## config.mk

```make
export PLATFORM = sky130hd
export DESIGN_NAME = packet_framer
export DESIGN_NICKNAME = d
export VERILOG_FILES = /design/src/rtl/framer_pkg.sv /design/src/rtl/packet_framer_packer.sv /design/src/rtl/packet_framer.sv
export SDC_FILE = /design/constraint.sdc
export NUM_CORES = 1
export LEC_CHECK = 0
export ABC_AREA = 0
export BUFFER_PORTS_ARGS = -buffer_cell sky130_fd_sc_hd__buf_2
export CORE_MARGIN = 4
export CORE_UTILIZATION = 55
export CTS_CLUSTER_SIZE = 40
export DETAILED_ROUTE_END_ITERATION = 8
export PLACE_DENSITY = 0.76
export SETUP_SLACK_MARGIN = 0.4
export SYNTH_ARGS = -nofsm -noshare
export SYNTH_HDL_FRONTEND = slang
export SYNTH_SLANG_ARGS = --single-unit
```

## constraint.sdc

```tcl
create_clock -name clk_i -period 3.6 [get_ports clk_i]
set_clock_uncertainty 0.15 [all_clocks]
set_input_delay 0.54 -clock clk_i [delete_from_list [all_inputs] [get_ports clk_i]]
set_output_delay 0.54 -clock clk_i [all_outputs]
set_load 0.01 [all_outputs]
```

## src/rtl/framer_pkg.sv

```systemverilog
// Shared state encoding and default framing bytes for the packet framer.
package framer_pkg;

  typedef enum logic [2:0] {
    ST_WAKEUP,
    ST_IDLE,
    ST_HEADER,
    ST_SEQ,
    ST_FORWARD,
    ST_CHECKSUM,
    ST_FOOTER0,
    ST_FOOTER1
  } framer_state_e;

  localparam logic [7:0] HEAD_BYTE  = 8'h55;
  localparam logic [7:0] TAIL_BYTE0 = 8'hA5;
  localparam logic [7:0] TAIL_BYTE1 = 8'h5A;
  localparam logic [7:0] WAKEUP_CMD = 8'h99;

endpackage

```

## src/rtl/packet_framer_packer.sv

```systemverilog
// Packs PackedNum narrow elements into one word (element 0 in the LSBs);
// flush_i closes a partial word early, leaving the unused upper slots zero.
module packet_framer_packer #(
  parameter  int UnpackedWidth = 2,
  parameter  int PackedNum     = 4,
  localparam int PackedWidth   = UnpackedWidth * PackedNum,
  localparam int IdxWidth      = (PackedNum > 1) ? $clog2(PackedNum) : 1
) (
  input  logic                     clk_i,
  input  logic                     rst_i,
  input  logic                     valid_i,
  output logic                     ready_o,
  input  logic [UnpackedWidth-1:0] data_i,
  input  logic                     flush_i,
  output logic                     valid_o,
  input  logic                     ready_i,
  output logic [PackedWidth-1:0]   data_o
);

  logic [PackedWidth-1:0] acc_q;
  logic [PackedWidth-1:0] word_next;
  logic [PackedWidth-1:0] out_q;
  logic [IdxWidth-1:0]    idx_q;
  logic                   out_valid_q;
  logic                   accept;
  logic                   last;

  // A held word can be replaced in the same cycle it is taken downstream.
  assign ready_o = !out_valid_q || ready_i;
  assign accept  = valid_i && ready_o;
  assign last    = flush_i || (idx_q == IdxWidth'(PackedNum - 1));
  assign valid_o = out_valid_q;
  assign data_o  = out_q;

  // NOTE: every variable assigned in always_comb gets a full default first, so no latch is inferred.
  always_comb begin
    word_next = acc_q;
    word_next[int'(idx_q) * UnpackedWidth +: UnpackedWidth] = data_i;
  end

  // NOTE: sequential state uses non-blocking assignments only; later assignments in the block win.
  always_ff @(posedge clk_i) begin
    if (rst_i) begin
      // NOTE: the accumulator is a handful of flops, not a RAM, so it is cleared to keep zero padding valid after reset.
      acc_q       <= '0;
      out_q       <= '0;
      idx_q       <= '0;
      out_valid_q <= 1'b0;
    end else begin
      if (out_valid_q && ready_i) out_valid_q <= 1'b0;
      if (accept) begin
        if (last) begin
          out_q       <= word_next;
          out_valid_q <= 1'b1;
          acc_q       <= '0;
          idx_q       <= '0;
        end else begin
          acc_q <= word_next;
          idx_q <= idx_q + IdxWidth'(1);
        end
      end
    end
  end

endmodule

```

## src/rtl/packet_framer.sv

```systemverilog
// Frames packed pixel words as: header, sequence, payload, optional XOR checksum,
// two tail bytes. A wakeup byte is sent once after every reset.
module packet_framer
  import framer_pkg::*;
#(
  parameter  int         UnpackedWidth  = 2,
  parameter  int         PackedNum      = 4,
  parameter  int         MaxPacketElems = 4096,
  parameter  bit         ChecksumEn     = 1'b1,
  parameter  logic [7:0] HeadByte       = HEAD_BYTE,
  parameter  logic [7:0] TailByte0      = TAIL_BYTE0,
  parameter  logic [7:0] TailByte1      = TAIL_BYTE1,
  parameter  logic [7:0] WakeupCmd      = WAKEUP_CMD,
  localparam int         PackedWidth    = UnpackedWidth * PackedNum,
  localparam int         LenWidth       = $clog2(MaxPacketElems + 1)
) (
  input  logic                     clk_i,
  input  logic                     rst_ni,
  input  logic [LenWidth-1:0]      len_i,
  input  logic                     valid_i,
  output logic                     ready_o,
  input  logic [UnpackedWidth-1:0] unpacked_i,
  output logic                     valid_o,
  input  logic                     ready_i,
  output logic [PackedWidth-1:0]   data_o,
  output logic                     busy_o,
  output logic [7:0]               seq_o
);

  framer_state_e          state_q;
  logic [LenWidth-1:0]    len_q;
  logic [LenWidth-1:0]    elem_cnt_q;
  logic [LenWidth-1:0]    fire_cnt_q;
  logic [PackedWidth-1:0] csum_q;
  logic [PackedWidth-1:0] data_q;
  logic                   valid_q;
  logic [7:0]             seq_q;

  logic [LenWidth-1:0]    len_clamped;
  logic [LenWidth:0]      len_round;
  logic [LenWidth-1:0]    n_words;
  logic                   out_fire;
  logic                   can_load;
  logic                   accept;
  logic                   flush;
  logic                   in_forward;
  logic                   pk_in_ready;
  logic                   pk_valid;
  logic                   pk_ready;
  logic [PackedWidth-1:0] pk_data;

  always_comb begin
    len_clamped = len_i;
    if (len_i == '0)                                len_clamped = LenWidth'(1);
    else if (len_i > LenWidth'(MaxPacketElems))     len_clamped = LenWidth'(MaxPacketElems);
  end

  assign len_round  = {1'b0, len_q} + (LenWidth + 1)'(PackedNum - 1);
  assign n_words    = LenWidth'(len_round / (LenWidth + 1)'(PackedNum));

  assign in_forward = (state_q == ST_FORWARD);
  assign out_fire   = valid_q && ready_i;
  assign can_load   = !valid_q || ready_i;
  assign pk_ready   = in_forward && can_load;
  assign ready_o    = in_forward && pk_in_ready && (elem_cnt_q < len_q);
  assign accept     = valid_i && ready_o;
  assign flush      = (elem_cnt_q == len_q - LenWidth'(1));

  assign valid_o    = valid_q;
  assign data_o     = data_q;
  assign busy_o     = (state_q != ST_IDLE);
  assign seq_o      = seq_q;

  packet_framer_packer #(
    .UnpackedWidth (UnpackedWidth),
    .PackedNum     (PackedNum)
  ) u_packer (
    .clk_i   (clk_i),
    .rst_i   (!rst_ni),
    .valid_i (valid_i && ready_o),
    .ready_o (pk_in_ready),
    .data_i  (unpacked_i),
    .flush_i (flush),
    .valid_o (pk_valid),
    .ready_i (pk_ready),
    .data_o  (pk_data)
  );

  // Each state's word is loaded on the edge that enters the state, keeping data_o registered.
  always_ff @(posedge clk_i) begin
    if (!rst_ni) begin
      state_q    <= ST_WAKEUP;
      len_q      <= '0;
      elem_cnt_q <= '0;
      fire_cnt_q <= '0;
      csum_q     <= '0;
      data_q     <= '0;
      valid_q    <= 1'b0;
      seq_q      <= '0;
    end else begin
      if (accept) elem_cnt_q <= elem_cnt_q + LenWidth'(1);
      case (state_q)
        ST_WAKEUP: begin
          if (out_fire) begin
            valid_q <= 1'b0;
            state_q <= ST_IDLE;
          end else if (!valid_q) begin
            valid_q <= 1'b1;
            data_q  <= PackedWidth'(WakeupCmd);
          end
        end
        ST_IDLE: begin
          if (valid_i) begin
            len_q   <= len_clamped;
            data_q  <= PackedWidth'(HeadByte);
            valid_q <= 1'b1;
            state_q <= ST_HEADER;
          end
        end
        ST_HEADER: begin
          if (out_fire) begin
            data_q  <= PackedWidth'(seq_q);
            csum_q  <= PackedWidth'(seq_q);
            state_q <= ST_SEQ;
          end
        end
        ST_SEQ: begin
          if (out_fire) begin
            valid_q <= 1'b0;
            state_q <= ST_FORWARD;
          end
        end
        ST_FORWARD: begin
          if (pk_valid && pk_ready) begin
            data_q  <= pk_data;
            valid_q <= 1'b1;
            csum_q  <= csum_q ^ pk_data;
          end else if (out_fire) begin
            valid_q <= 1'b0;
          end
          if (out_fire) begin
            fire_cnt_q <= fire_cnt_q + LenWidth'(1);
            if (fire_cnt_q == n_words - LenWidth'(1)) begin
              valid_q <= 1'b1;
              data_q  <= ChecksumEn ? csum_q : PackedWidth'(TailByte0);
              state_q <= ChecksumEn ? ST_CHECKSUM : ST_FOOTER0;
            end
          end
        end
        ST_CHECKSUM: begin
          if (out_fire) begin
            data_q  <= PackedWidth'(TailByte0);
            state_q <= ST_FOOTER0;
          end
        end
        ST_FOOTER0: begin
          if (out_fire) begin
            data_q  <= PackedWidth'(TailByte1);
            state_q <= ST_FOOTER1;
          end
        end
        ST_FOOTER1: begin
          if (out_fire) begin
            valid_q    <= 1'b0;
            state_q    <= ST_IDLE;
            seq_q      <= seq_q + 8'd1;
            elem_cnt_q <= '0;
            fire_cnt_q <= '0;
            csum_q     <= '0;
          end
        end
        default: state_q <= ST_IDLE;
      endcase
    end
  end

endmodule

```

* Word level (Yosys, flattened, before mapping) *
Index checks and enable logic that the tools add are counted.

word-level totals
  input port bits = 19
  logic and storage cells = 119
  flip-flop bits (word level) = 86
  output and inout port bits = 19

operators by class
  $add $sub $neg = 8
  $lt $le $gt $ge = 2
  multiplexer cells = 43
  eq/ne operators = 23
  shift-type cells = 2
  reduce and logical (&&, ||, !) cells = 28
  bitwise operators = 1

operator list
  operator                                                                 count
  8-bit two-way mux                                                        12
  13-bit two-way mux                                                       7
  8-bit one-hot mux with 6 select lines                                    1
  3-bit negator with 33-bit output                                         1
  2-bit by 33-bit variable shift with 8-bit output (first input constant)  1
  2-bit by 33-bit variable part select with 8-bit output                   1
  13-bit by 1-bit adder with 13-bit output (second input constant)         2
  13-bit == test                                                           2
  13-bit one-hot mux with 2 select lines                                   1
  3-bit two-way mux                                                        8
  8-bit one-hot mux with 3 select lines                                    1
  3-bit one-hot mux with 7 select lines                                    1
  2-bit != test (second input constant)                                    9
  13-bit by 2-bit adder with 14-bit output (second input constant)         1
  13-bit greater-than comparator (second input constant)                   1
  13-bit zero test                                                         1
  13-bit < comparator                                                      1
  12-bit by 1-bit subtractor with 13-bit output (second input constant)    1
  13-bit by 1-bit subtractor with 13-bit output (second input constant)    1
  3-bit == test (second input constant)                                    4
  1-bit two-way mux                                                        9
  8-bit by 1-bit adder with 8-bit output (second input constant)           1
  8-bit bitwise mux                                                        1
  2-bit AND reduction                                                      4
  22 further kinds                                                         35

* Longest topological paths before layout *
  depth in word-level cells = 10
  gate-level depth with buffers = 15
  gate-level depth less buffers = 12

* Hierarchy *
From an unflattened synthesis, not the netlist that was laid out.

second synthesis, totals
  cell total of the unflattened synthesis = 761
  area total of the unflattened synthesis = 5,983.2 um^2

modules (own cells, without submodules)
  module                area each (um^2)  instances  seq. area each (um^2)  cells each
  packet_framer         5,042.3           1          1,341.3                663
  packet_framer_packer  940.9             1          380.4                  98

* Least setup slack after synthesis *
No wires, ideal clock.

  kind = flip-flop to flip-flop
  start = reg len_q[1]
  end = reg data_q[3], in the netlist data_o[3]
  cell stages (with the launch flop) = 16
  required time = 3.330 ns
  setup time = 0.120 ns
  clock period less this slack = 3.737 ns
  arrival = 3.467 ns
  slack = -0.137 ns
  buffers on the path = 3
  cells stage by stage = dfxtp_1 buf_4 inv_1 ha_1 clkbuf_1 xor2_1 ha_1 nand2_1 a211oi_1 nor2_1 or4b_1 o31ai_1 nand3_1 or3_1 buf_6 a211o_1

between the ends
  longest elaborated chain between the ends = 6

RTL lines
  item                                           RTL line              source
  from (decl)                                    packet_framer.sv:31   logic [LenWidth-1:0] len_q;
  from (signal assigned)                         packet_framer.sv:114  len_q <= len_clamped;
  13-bit by 2-bit adder with 14-bit output       packet_framer.sv:58   assign len_round = {1'b0, len_q} + (LenWidth + 1)'(PackedNum - 1);
  12-bit by 1-bit subtractor with 13-bit output  packet_framer.sv:143  if (fire_cnt_q == n_words - LenWidth'(1)) begin
  13-bit == test                                 packet_framer.sv:143
  8-bit two-way mux                              packet_framer.sv:143
  8-bit two-way mux                              packet_framer.sv:141  if (out_fire) begin
  8-bit one-hot mux with 6 select lines          packet_framer.sv:102  case (state_q)
  to (signal assigned)                           packet_framer.sv:109  data_q <= PackedWidth'(WakeupCmd);
  to (signal assigned)                           packet_framer.sv:145  data_q <= ChecksumEn ? csum_q : PackedWidth'(TailByte0);
  to (signal assigned)                           packet_framer.sv:152  data_q <= PackedWidth'(TailByte0);
  to (decl)                                      packet_framer.sv:35   logic [PackedWidth-1:0] data_q;

No other way between the ends.
A chain may end at the register's enable or synchronous reset.

* Final worst setup path *
  start = reg len_q[0]
  end = reg data_q[4], in the netlist data_o[4]

Same word-level chain as after synthesis.

==> results.sh <==
export IMPL_outcome="finished, final reports clean"
export IMPL_synth_top_area_share=0.283
export IMPL_vias=6323
export IMPL_end_kind="flop"
export IMPL_seq_area_frac_synth=0.283
export IMPL_rows=38
export IMPL_multiInputGateArea_um2=4270
export IMPL_antennaDiodeCount=0
export IMPL_regArea_um2=1740
export IMPL_grt_pass1_vias=6061
export IMPL_hold_buffers=0
export IMPL_switching_power_uw=530
export IMPL_syn_instance_count=784
export IMPL_ys_seq_elements=86
export IMPL_num_io_pins=38
export IMPL_fp_dieW_um=113
export IMPL_grt_total_usage=0.277
export IMPL_clkTransAtPathRegs_ns=0.09
export IMPL_nets=877
export IMPL_worst_slew_pin_transition_ns=0.913
export IMPL_synth_commonest_cells="86 x dfxtp_1, 60 x a21oi_1, 52 x nand2_1"
export IMPL_critical_path_peak_fanout=8
export IMPL_totalPowerFinal_mw=2.05
export IMPL_nFillCells=895
export IMPL_cts_num_sinks=86
export IMPL_max_vdd_ir_drop_v=0.000271
export IMPL_grt_pass1_wl_um=29100
export IMPL_cp_data_arrival_time_ns=3.44
export IMPL_grt_max_degree=33
export IMPL_ys_types=73
export IMPL_htree_levels=3
export IMPL_yosysMostFrequentCell="dfxtp_1"
export IMPL_synth_edf_count=0
export IMPL_post_synth_cell_area_avg_um2=7.75
export IMPL_post_route_util=0.662
export IMPL_area_delta_synth_final_pct=18.1
export IMPL_sequentialPowerShare=0.476
export IMPL_tns_ns=0
export IMPL_gp_congestion=0.930
export IMPL_cts_root_buf="clkbuf_8"
export IMPL_slew_violations=0
export IMPL_coreArea_um2=10800
export IMPL_min_path_type="in2reg"
export IMPL_fin_crit_ns=3.31
export IMPL_post_drt_wl_per_cell_um=18.1
export IMPL_cts_tree="yes"
export IMPL_start_util=0.560
export IMPL_synth_nets=827
export IMPL_antenna_found_initial=0
export IMPL_synthesis_area_um2=6070
export IMPL_combPwrFrac=0.133
export IMPL_async_flop_share=0
export IMPL_drc=0
export IMPL_drive_above_1_share=0.201
export IMPL_fmax_mhz=302
export IMPL_grt_overflow=0
export IMPL_path_class="reg2reg"
export IMPL_rsz0062_at_grt="yes"
export IMPL_final_antenna_net_count=0
export IMPL_max_slew_margin=0.390
export IMPL_dieArea_um2=12800
export IMPL_dr_pass1_iters=6
export IMPL_hold_viol_final=0
export IMPL_p_int_mw=1.52
export IMPL_yosys_most_used_dff="dfxtp_1"
export IMPL_drt_iter0_drc=463
export IMPL_port_buffers=37
export IMPL_clock_path_buffers=2
export IMPL_switching_share=0.258
export IMPL_die_h_um=113
export IMPL_yosysTopAreaCell="dfxtp_1"
export IMPL_finalCritPeriodShare=0.921
export IMPL_wirelength_um=17700
export IMPL_start_kind="flop"
export IMPL_dp_hpwl_um=12300
export IMPL_power_density_nw_per_um2=286
export IMPL_numCtsBuffers=9
export IMPL_yosys_warnings=0
export IMPL_viasPerCell=6.46
export IMPL_p_leak_nw=2.49
export IMPL_setup_violations=0
export IMPL_synthTopCellsByArea="dfxtp_1 28%, xnor2_1 5.6%, a21oi_1 4.9%"
export IMPL_power_frac_clock=0.391
export IMPL_clkLatencyLatePin_ns=0.38
export IMPL_drv_cap=0
export IMPL_required_ns=3.73
==> placed cells by master (no fill, tap or decap), types with 4 or more instances in the layout <==
cell      instances
a211o_1           4
a211oi_1          4
a21boi_0          9
a21oi_1          58
a22oi_1          17
a31oi_1           5
and2_1           11
and3_1            6
buf_2            37
buf_4            46
clkbuf_8         12
dfxtp_1          79
dfxtp_2           5
ha_1             22
inv_1            45
nand2_1          51
nand2b_1          6
nand3_1          38
nand4_1          14
nor2_1           42
nor2b_1          28
nor3_1           35
nor4_1            5
o211ai_1          8
o21a_1            9
o21ai_0          43
o311ai_2          4
o31ai_1          16
o41ai_1           9
or2_2             5
or3_1            13
or4_1             9
xnor2_1          38
xor2_1           12
==> worst max-delay path, stage by stage, from the launching register on <==
cell,delay (ns)
dfxtp_4,0.37
buf_4,0.15
o211ai_4,0.34
mux2i_2,0.12
o41a_4,0.49
buf_4,0.16
nor4b_1,0.33
o32a_1,0.27
a21oi_4,0.09
or3_4,0.46
a211o_1,0.27
==> what timing repair did <==
item                                    CTS  global route
endpoints found under the setup margin   42            20
gates resized for setup                  32            26
hold endpoints to repair                  0             0
buffers inserted                         10             7
gates cloned                              2             0
pin swaps                                17            12
==> area by class of cell <==
cell class	instances	share of cell area
multi-input combinational	602	0.595
sequential	86	0.242
timing repair buffer	87	0.0807
inverter	48	0.0255
tap	140	0.0244
clock buffer	13	0.0235
clock inverter	3	0.00907
==> stage by stage <==
step                hold WS, ns  instance area (um2)  instances  setup slack [ns]
floorplan                 0.304                 6200        784             0.180
global placement          0.347                 6560        944             0.154
detailed placement        0.354                 6560        944            0.0773
CTS                       0.278                 6990        972             0.376
global route              0.317                 7180        979             0.149
finish                    0.283                 7180        979             0.285
==> power by group through the flow <==
stage	logic (mW)	clock network, mW	registers [mW]
after detailed placement	0.243	0	1.00
after global placement	0.237	0	0.998
after CTS	0.256	0.817	0.976
final	0.272	0.803	0.977
after floorplan	0.172	0	0.998
after global routing	0.295	0.852	0.979
==> flip-flops by register name, summed over array words and instances, names as in the netlist <==
signal / flops
len_q: 13
u_packer.idx_q: 2
valid_o: 1
fire_cnt_q: 13
seq_o: 8
elem_cnt_q: 13
u_packer.data_o: 8
csum_q: 8
state_q: 3
u_packer.valid_o: 1
data_o: 8
u_packer.acc_q: 8
==> per-layer routing <==
layer  up-vias  routed length (um)  track usage
met5         -                   0            0
met3        59                1280       0.0449
met1      3013                7120        0.334
met2       287                8680        0.479
li1       2964                   -            -
met4         0                 611        0.131
==> logic make-up (layout without fill, tap and decap cells) <==
logic type	after synthesis	after routing	synth area share
DFF	86	86	0.283
buffers and inverters	98	151	0.0678
AOI/OAI and AO/OA	227	228	0.253
muxes	3	3	0.00515
xor gates and xnor gates	55	55	0.0841
adders and majority gates	25	25	0.0511
and+or+nand+nor	290	291	0.255
==> path summary, 6_finish.rpt <==
check,startpoint,to,slack [ns],cells after the start
min reg2reg,u_packer.data_o[1]$_SDFFE_PN0P_,u_packer.data_o[1]$_SDFFE_PN0P_,0.37,2
max,len_q[0]$_SDFFE_PN0P_,data_o[4]$_SDFFE_PN0P_,0.29,10
min,len_i[10],len_q[10]$_SDFFE_PN0P_,0.28,3
max reg2reg,len_q[0]$_SDFFE_PN0P_,data_o[4]$_SDFFE_PN0P_,0.29,10
Note: power is estimated with default switching activity, not from simulation.
